<file path="src/rtl/memory_defs.sv">
// Shared encodings for the byte-serial RAM sequencer and its arbiter.
package memory_defs;

  localparam logic [1:0] SIZE_BYTE = 2'b00;
  localparam logic [1:0] SIZE_HALF = 2'b01;
  localparam logic [1:0] SIZE_WORD = 2'b10;

  // Memory-mapped I/O window: address bits [17:16]
  localparam logic [1:0] IO_PREFIX = 2'b11;

  typedef enum logic [1:0] {
    ST_IDLE  = 2'b00,
    ST_READ  = 2'b01,
    ST_WRITE = 2'b10,
    ST_DONE  = 2'b11
  } state_t;

  typedef enum logic {
    REQ_ICACHE = 1'b0,
    REQ_LSB    = 1'b1
  } req_id_t;

  function automatic logic [2:0] byte_count(input logic [1:0] size);
    case (size)
      SIZE_BYTE: return 3'd1;
      SIZE_HALF: return 3'd2;
      SIZE_WORD: return 3'd4;
      default:   return 3'd4;
    endcase
  endfunction

endpackage

</file>
<file path="src/rtl/memory_arbiter.sv">
// Two-way grant for the RAM port; one-hot grant pulse while the sequencer is idle.
// Latency: combinational grant in the IDLE cycle; last_grant registered on each grant.
// Backpressure: a requester is simply not granted until the sequencer returns to IDLE.
module memory_arbiter
  import memory_defs::*;
(
  input  logic clk,
  input  logic rst,
  input  logic rdy,
  input  logic idle,
  input  logic icache_req,
  input  logic lsb_req,
  input  logic flush,
  output logic gnt_icache,
  output logic gnt_lsb
);

  req_id_t last_grant;
  logic    icache_eff;

  // A redirect makes the pending fetch stale, so it is not eligible this cycle
  assign icache_eff = icache_req && !flush;

  always_comb begin
    gnt_icache = 1'b0;
    gnt_lsb    = 1'b0;
    if (idle) begin
      if (icache_eff && lsb_req) begin
        if (last_grant == REQ_LSB) gnt_icache = 1'b1;
        else                       gnt_lsb    = 1'b1;
      end else if (icache_eff) begin
        gnt_icache = 1'b1;
      end else if (lsb_req) begin
        gnt_lsb = 1'b1;
      end
    end
  end

  always_ff @(posedge clk or negedge rst) begin
    if (!rst) begin
      last_grant <= REQ_ICACHE;
    end else if (rdy) begin
      if (gnt_icache)   last_grant <= REQ_ICACHE;
      else if (gnt_lsb) last_grant <= REQ_LSB;
    end
  end

endmodule

</file>
<file path="src/rtl/memory_controller.sv">
// Serialises icache/LSB accesses onto the byte-wide RAM port (optional MEM_IO_STALL_EN I/O write stall).
// Latency: read done in cycle N+2, write done in cycle N+1 after acceptance (N = 1/2/4 bytes).
// Backpressure: rdy low freezes everything; with MEM_IO_STALL_EN, I/O writes wait on io_buffer_full.
module memory_controller
  import memory_defs::*;
#(
  parameter int ADDR_WIDTH     = 17,
  parameter int MEM_ADDR_WIDTH = 32
) (
  input  logic                      clk,
  input  logic                      rst,
  input  logic                      rdy,
  input  logic                      icache_req,
  input  logic [ADDR_WIDTH-1:0]     icache_addr,
  output logic                      icache_done,
  output logic [31:0]               icache_data,
  input  logic                      lsb_req,
  input  logic                      lsb_wr,
  input  logic [1:0]                lsb_size,
  input  logic [31:0]               lsb_addr,
  input  logic [31:0]               lsb_wdata,
  output logic                      lsb_done,
  output logic [31:0]               lsb_rdata,
  input  logic                      flush,
  input  logic [7:0]                mem_din,
  output logic [7:0]                mem_dout,
  output logic [MEM_ADDR_WIDTH-1:0] mem_a,
  output logic                      mem_wr,
  input  logic                      io_buffer_full
);

  state_t      state_q, state_d;
  req_id_t     owner_q;
  logic [2:0]  cnt_q, len_q;
  logic [31:0] base_q, wdata_q, data_q;
  logic [31:0] byte_addr;
  logic [7:0]  wr_byte;
  logic        gnt_icache, gnt_lsb, io_hold, drive_a;

  assign byte_addr = base_q + {29'd0, cnt_q};

`ifdef MEM_IO_STALL_EN
  assign io_hold = (state_q == ST_WRITE) && (byte_addr[17:16] == IO_PREFIX) && io_buffer_full;
`else
  logic unused_io;
  assign unused_io = io_buffer_full;
  assign io_hold   = 1'b0;
`endif

  memory_arbiter u_arbiter (
    .clk        (clk),
    .rst        (rst),
    .rdy        (rdy),
    .idle       (state_q == ST_IDLE),
    .icache_req (icache_req),
    .lsb_req    (lsb_req),
    .flush      (flush),
    .gnt_icache (gnt_icache),
    .gnt_lsb    (gnt_lsb)
  );

  always_comb begin
    state_d = state_q;
    case (state_q)
      ST_IDLE:  if (gnt_icache || gnt_lsb) state_d = (gnt_lsb && lsb_wr) ? ST_WRITE : ST_READ;
      ST_READ: begin
        if (flush && owner_q == REQ_ICACHE) state_d = ST_IDLE;
        else if (cnt_q == len_q)            state_d = ST_DONE;
      end
      ST_WRITE: if (!io_hold && cnt_q == len_q - 3'd1) state_d = ST_DONE;
      default:  state_d = ST_IDLE;
    endcase
  end

  always_ff @(posedge clk or negedge rst) begin
    if (!rst) begin
      state_q <= ST_IDLE;
      owner_q <= REQ_ICACHE;
      cnt_q   <= '0;
      len_q   <= '0;
      base_q  <= '0;
      wdata_q <= '0;
      data_q  <= '0;
    end else if (rdy) begin
      state_q <= state_d;
      case (state_q)
        ST_IDLE: if (gnt_icache || gnt_lsb) begin
          cnt_q   <= '0;
          data_q  <= '0;
          owner_q <= gnt_lsb ? REQ_LSB : REQ_ICACHE;
          len_q   <= gnt_lsb ? byte_count(lsb_size) : 3'd4;
          base_q  <= gnt_lsb ? lsb_addr : 32'(icache_addr);
          wdata_q <= lsb_wdata;
        end
        // The byte returned now belongs to the address driven last cycle
        ST_READ: begin
          if (cnt_q != 3'd0) data_q <= data_q | (32'(mem_din) << {cnt_q - 3'd1, 3'b000});
          cnt_q <= cnt_q + 3'd1;
        end
        ST_WRITE: if (!io_hold) cnt_q <= cnt_q + 3'd1;
        default: ;
      endcase
    end
  end

  always_comb begin
    wr_byte = 8'h00;
    case (cnt_q[1:0])
      2'd0: wr_byte = wdata_q[7:0];
      2'd1: wr_byte = wdata_q[15:8];
      2'd2: wr_byte = wdata_q[23:16];
      2'd3: wr_byte = wdata_q[31:24];
      default: wr_byte = 8'h00;
    endcase
  end

  assign drive_a     = (state_q == ST_WRITE) || (state_q == ST_READ && cnt_q != len_q);
  assign mem_a       = drive_a ? byte_addr[MEM_ADDR_WIDTH-1:0] : '0;
  assign mem_dout    = (state_q == ST_WRITE) ? wr_byte : 8'h00;
  assign mem_wr      = (state_q == ST_WRITE) && rdy && !io_hold;
  assign icache_done = (state_q == ST_DONE) && (owner_q == REQ_ICACHE);
  assign lsb_done    = (state_q == ST_DONE) && (owner_q == REQ_LSB);
  assign icache_data = data_q;
  assign lsb_rdata   = data_q;

endmodule

</file>
<file path="config.mk">
export PLATFORM = sky130hd
export DESIGN_NAME = memory_controller
export DESIGN_NICKNAME = d
export VERILOG_FILES = /design/src/rtl/memory_defs.sv /design/src/rtl/memory_arbiter.sv /design/src/rtl/memory_controller.sv
export SDC_FILE = /design/constraint.sdc
export NUM_CORES = 1
export LEC_CHECK = 0
export BUFFER_PORTS_ARGS = -buffer_cell sky130_fd_sc_hd__clkbuf_2
export CAP_MARGIN = 10
export CELL_PAD_IN_SITES_DETAIL_PLACEMENT = 1
export CELL_PAD_IN_SITES_GLOBAL_PLACEMENT = 2
export CORE_MARGIN = 2
export CORE_UTILIZATION = 32
export DETAILED_ROUTE_END_ITERATION = 8
export HOLD_SLACK_MARGIN = 0.12
export PLACE_DENSITY_LB_ADDON = 0.1
export SYNTH_ARGS = -nofsm -noshare
export SYNTH_HDL_FRONTEND = slang
export SYNTH_SLANG_ARGS = --single-unit
</file>
<file path="constraint.sdc">
create_clock -name clk -period 8.2 [get_ports clk]
set_clock_uncertainty 0.15 [all_clocks]
set_input_delay 0.82 -clock clk [delete_from_list [all_inputs] [get_ports clk]]
set_output_delay 0.82 -clock clk [all_outputs]
set_load 0.005 [all_outputs]
</file>
---- After elaboration in Yosys (flattened, before gate mapping) ----
Index checks and enable logic that the tools add are counted.
cells by class
  reduce and logical (&&, ||, !) cells .... 24
  muxes and demuxes ....................... 29
  $add $sub $neg .......................... 4
  bitwise operators ....................... 2
  equal/unequal tests ..................... 14
  shifts and indexed selects .............. 1
operators by type and width
  cell                   count
  $mux W32               4
  $pmux W32 S2           1
  $add A32 B3 Y32        1
  $or A32 B32 Y32        1
  $pmux W8 S4            1
  $shl A8 B6 Y32         1
  $mux W1                12
  $pmux W3 S2            2
  $mux W2                5
  $eq A2 B2 Y1 const B   4
  $logic_and A1 B1 Y1    8
  $mux W8                1
  $reduce_and A4 Y1      2
  $eq A2 B1 Y1 const B   3
  $eq A3 B3 Y1           2
  $logic_not A2 Y1       3
  $mux W3                2
  $ne A2 B2 Y1 const B   3
  $pmux W2 S3            1
  $reduce_and A3 Y1      2
  $reduce_bool A2 Y1     3
  $sub A3 B1 Y3 const B  2
  $add A3 B1 Y3 const B  1
  $ne A3 B3 Y1           1
  7 further kinds        8
word-level totals
  logic and storage cells ................. 82
  input port bits ......................... 99
  bits in registers ....................... 106
  output and inout port bits .............. 107

---- Longest topological paths before layout ----
  depth in word-level cells ............... 9
  depth in mapped cells ................... 9

---- Cells and area by module ----
From an unflattened synthesis, not the netlist that was laid out.
unflattened totals
  cell total of the unflattened synthesis .. 575
  area, all modules ....................... 5679.2 um^2
by module, submodules not included
  module             cells an instance  area each (um^2)  instances  sequential area each (um^2)
  memory_controller  567                5604.1            1          2627.5
  memory_arbiter     8                  75.1              1          25.0

---- Worst setup path after synthesis ----
No wires, ideal clock.
  kind .................................... register -> output
  start ................................... register cnt_q[0]
  end ..................................... output mem_a[22]
  data arrival time ....................... 2298 ps
  cell stages (with the launch flop) ...... 9
  setup slack ............................. 4932 ps
  data required time ...................... 7230 ps
  path buffers ............................ 1
  path through ............................ dfrtp_1 ha_1 inv_1 fa_1 and2b_1 o2111ai_2 buf_6 or4_4 a21oi_2
on the way
  word-level cells in the longest chain between the ends .. 4
  elaborated cells on any way between the ends .. 5
  those cells by class .................... add/sub (1); eq/ne (1); mux (1); reduce/logical (2)
RTL lines
  what                                                                     RTL line                  text
  from (decl)                                                              memory_controller.sv:34   logic [2:0] cnt_q, len_q;
  from (signal assigned)                                                   memory_controller.sv:98   cnt_q <= cnt_q + 3'd1;
  from (signal assigned)                                                   memory_controller.sv:100  ST_WRITE: if (!io_hold) cnt_q <= cnt_q + 3'd1;
  parallel branches: the longest is 3 deep, another holds $add A32 B3 Y32  -
  $mux W32 (*)                                                             memory_controller.sv:118  assign mem_a = drive_a ? byte_addr[MEM_ADDR_WIDTH-1:0] : '0;
  to (decl)                                                                memory_controller.sv:27   output logic [MEM_ADDR_WIDTH-1:0] mem_a,
Mark *: on every way between the ends.

---- Final worst setup path ----
Same ends and word-level chain as after synthesis.

==> summary.md <==
| Metric | Value |
|---|---|
| Outcome | `complete, no violations` |
| Worst Max-Slew Pin Slew | `1.129 ns` |
| Hold Crit Class | `flip-flop to flip-flop` |
| Global-route wire length before repair | `27.87 mm` |
| Power per Cell Area | `348.7 nW/um^2` |
| # IOs | `206` |
| Seq/Total Area, Yosys | `44.87%` |
| Setup violators final | `0` |
| DR WL/cell | `17.47 um` |
| Cells on worst reg2reg path | `5` |
| Sequential Power Share | `39.3%` |
| Drt pass-1 iters | `6` |
| Mapped Area | `5912 um^2` |
| Hpwl dp | `about 12 mm` |
| Worst EP arrival | `3.39 ns` |
| RR Startpoint | `state_q[0]$_DFFE_PN0P_` |
| CTS tree | `built` |
| P_int | `0.001480 W` |
| RSZ-0062 raised after global routing | `false` |
| Total wire length | `roughly 17 mm` |
| Relative slew slack | `~25%` |
| Iter 0 DRT Violations | `195` |
| VDD IR max | `0.1260 mV` |
| HP Start | `base_q[0]$_DFFE_PN0P_` |
| Most frequent cells in the layout | `clkbuf_2 (204), dfrtp_1 (106), nand2_1 (80)` |
| Post-synth cell types | `60` |
| Die area | `approximately 20000 um^2` |
| Net count after synthesis | `707` |
| Final worst slack | `3.844 ns` |
| Worst reg2reg setup slack | `5.18 ns` |
| Mapped Avg Cell Area | `9.970 um^2` |
| Setup repair bufs after CTS | `0` |
| MaxCap Viol Count | `0` |
| Clk pwr share | `17.6%` |
| Worst Hold Path EP | `base_q[0]$_DFFE_PN0P_` |
| Post-CTS Hold Fix Bufs | `0` |
| Gate Count Post-Synth | `between 500 and 600` |
| Root buffer cell | `clkbuf_16` |
| RR Endpoint | `len_q[1]$_DFFE_PN0P_` |
| Top FF cell, synth | `dfrtp_1` |
| Post-CTS resize count | `0` |
| Grt ovf | `0` |
| WS Path Type | `flip-flop to output port` |
| Number of global-route vias before repair | `5269` |
| Share of cells above drive strength 1 | `36.75%` |
| P_leak | `3.397 nW` |
| CTS Buf Count | `9` |
| GP Congestion | `0.7692` |
| Area taken by multi-input logic gates | `2811 um^2` |
| Placed cell area | `6864 um^2` |
| Initial core utilization | `32.80%` |
| CP startpoint kind | `flip-flop` |
| WP buf/inv | `2` |
| DRT antenna net count | `0` |
| Nets | `860` |
| Die Y | `139.9 um` |
| Final slew viol count | `0` |
| Top delay family on crit path | `simple AND/OR/NAND/NOR gates` |
| #FFs+latches synth | `roughly 110` |
| Fmax | `0.2296 GHz` |
| Hold path cells | `2` |
| Worst Path Required | `7.23 ns` |
| Net switching power | `0.001019 W` |
| Synthesis-to-finish area growth | `21.27%` |
| Global Route Usage Sum | `17.80%` |
| Remaining DRCs | `0` |
| Clock buffer depth | `2` |
| Ys Warns | `0` |
| Kind of end point of the critical path | `output port` |
| Fillers | `around 2100` |
| Clk slew on worst S/H paths | `roughly 0.080 ns` |
| Combinational Power Share | `43.1%` |
| Die Wd | `139.9 um` |
| Max stage delay cell, worst path | `or4_4` |
| Worst stage delay on the critical path | `about 0.7 ns` |
| EDFF count, synth | `0` |
| Floorplan row count | `49` |
| Finished layout cell area | `7169 um^2` |
| Pre-CTS setup slack | `4.208 ns` |
| Worst path depth | `8` |
| Antenna violations before repair | `0` |
| Vias | `~5000` |
| Fin crit period | `4.356 ns` |
| Sequential Area | `~2700 um^2` |
| Crit path max fanout | `21` |
| Crit-path cells | `ha_1 > inv_1 > fa_1 > and2b_1 > o2111ai_2 > or4_4 > a21oi_2 > clkbuf_2` |
| I/O Buffers | `around 200` |
| Ys async rst share | `100.0%` |
| Net Sw Frac | `40.77%` |
| H-tree level count | `3` |
| Most common cell after layout, fill and taps aside | `clkbuf_2` |
| Core footprint | `18020 um^2` |
| Via density | `5.125` |
| Largest net degree at the start of global routing | `68` |
| Final Cycle Share | `53.12%` |
| Fin. Hold Viols | `0` |
| Setup TNS | `0 ns` |
| Worst skew pair latency | `0.35 ns` |
| Clock Sinks | `106` |
## stage by stage
step	hold slack (ns)	std cells	power [W]	utilization (%)
2_1_floorplan	0.3038	593	0.001690	-
3_3_place_gp	0.3229	963	0.002039	38.08
3_5_place_dp	0.3285	963	0.002092	38.08
4_1_cts	0.3483	979	0.002548	39.73
5_1_grt	0.3817	980	0.002728	39.76
6_report	0.3446	981	0.002500	39.78
## worst register-to-register path: stages, from the launching register on
cell	delay, ns
dfrtp_1	0.44
inv_1	0.10
ha_1	0.28
and3_1	0.94
and2_1	0.79
a32o_1	0.26
## kinds of logic after synthesis
kind of cell	after synthesis	synth area share, %
DFF	106	44.87
adders and majority gates	15	3.302
AOI/OAI and AO/OA	144	16.21
buffers and inverters	83	7.873
and+or+nand+nor	178	15.85
xor gates and xnor gates	12	1.778
muxes	55	10.12
## Yosys cell counts, drive strengths merged, types with 3 or more instances
library cell  number  share of area [%]
o21ai             65                5.6
nor3               4               0.34
a22o              15                2.2
a222oi             8                1.4
xnor2              5               0.74
mux2i             17                2.9
nand2             80                5.1
nor2              14               0.89
or3                3               0.32
mux2              38                7.2
and4               6               0.93
ha                14                3.0
buf               50                5.8
dfrtp            106                 45
nor2b              8               0.85
and3               3               0.32
xor2               7                1.0
o31ai             14                1.8
inv               16                1.0
nor4               4               0.63
nand3             12                1.0
or4               14                1.8
o2111ai            3               0.55
clkbuf            17                1.1
a21oi             21                1.8
nand4              8                1.1
and2              13                1.4
## layer usage
metal	up-vias	track usage [%]	wire length (um)
met5	-	0	0
li1	2410	-	-
met3	13	3.795	923
met1	2456	23.17	7714
met2	149	29.94	8237
met4	0	5.211	259
## state kept, by name, summed over array words and instances (netlist names)
register / cells
base_q: 32
cnt_q: 3
icache_data: 32
len_q: 3
owner_q: 1
state_q: 2
u_arbiter.last_grant: 1
wdata_q: 32
## worst max path at each step
| stage | startpoint | end |
|---|---|---|
| after floorplan | cnt_q[0]$_DFFE_PN0P_ | mem_a[22] |
| after global placement | cnt_q[0]$_DFFE_PN0P_ | mem_a[18] |
| after detailed placement | cnt_q[0]$_DFFE_PN0P_ | mem_a[22] |
| after CTS | cnt_q[0]$_DFFE_PN0P_ | mem_a[22] |
| after global routing | cnt_q[0]$_DFFE_PN0P_ | mem_a[20] |
| final | cnt_q[0]$_DFFE_PN0P_ | mem_a[22] |
## cell type report
class	instances	area share, %
clock inverter	7	1.012
clock buffer	9	3.141
timing repair buffer	209	14.76
inverter	16	0.8377
antenna	1	0.03490
tap	229	3.997
multi-input combinational	404	39.21
sequential	106	37.00
## power by group through the flow
stage | Clock [W] | Combinational (W) | Sequential [W]
after floorplan | 0 | 0.000765 | 0.000926
final | 0.000440 | 0.00108 | 0.000982
after global placement | 0 | 0.00106 | 0.000979
after detailed placement | 0 | 0.00110 | 0.000995
after global routing | 0.000476 | 0.00122 | 0.00103
after CTS | 0.000459 | 0.00110 | 0.000985
Note: power is estimated with default switching activity, not from simulation.
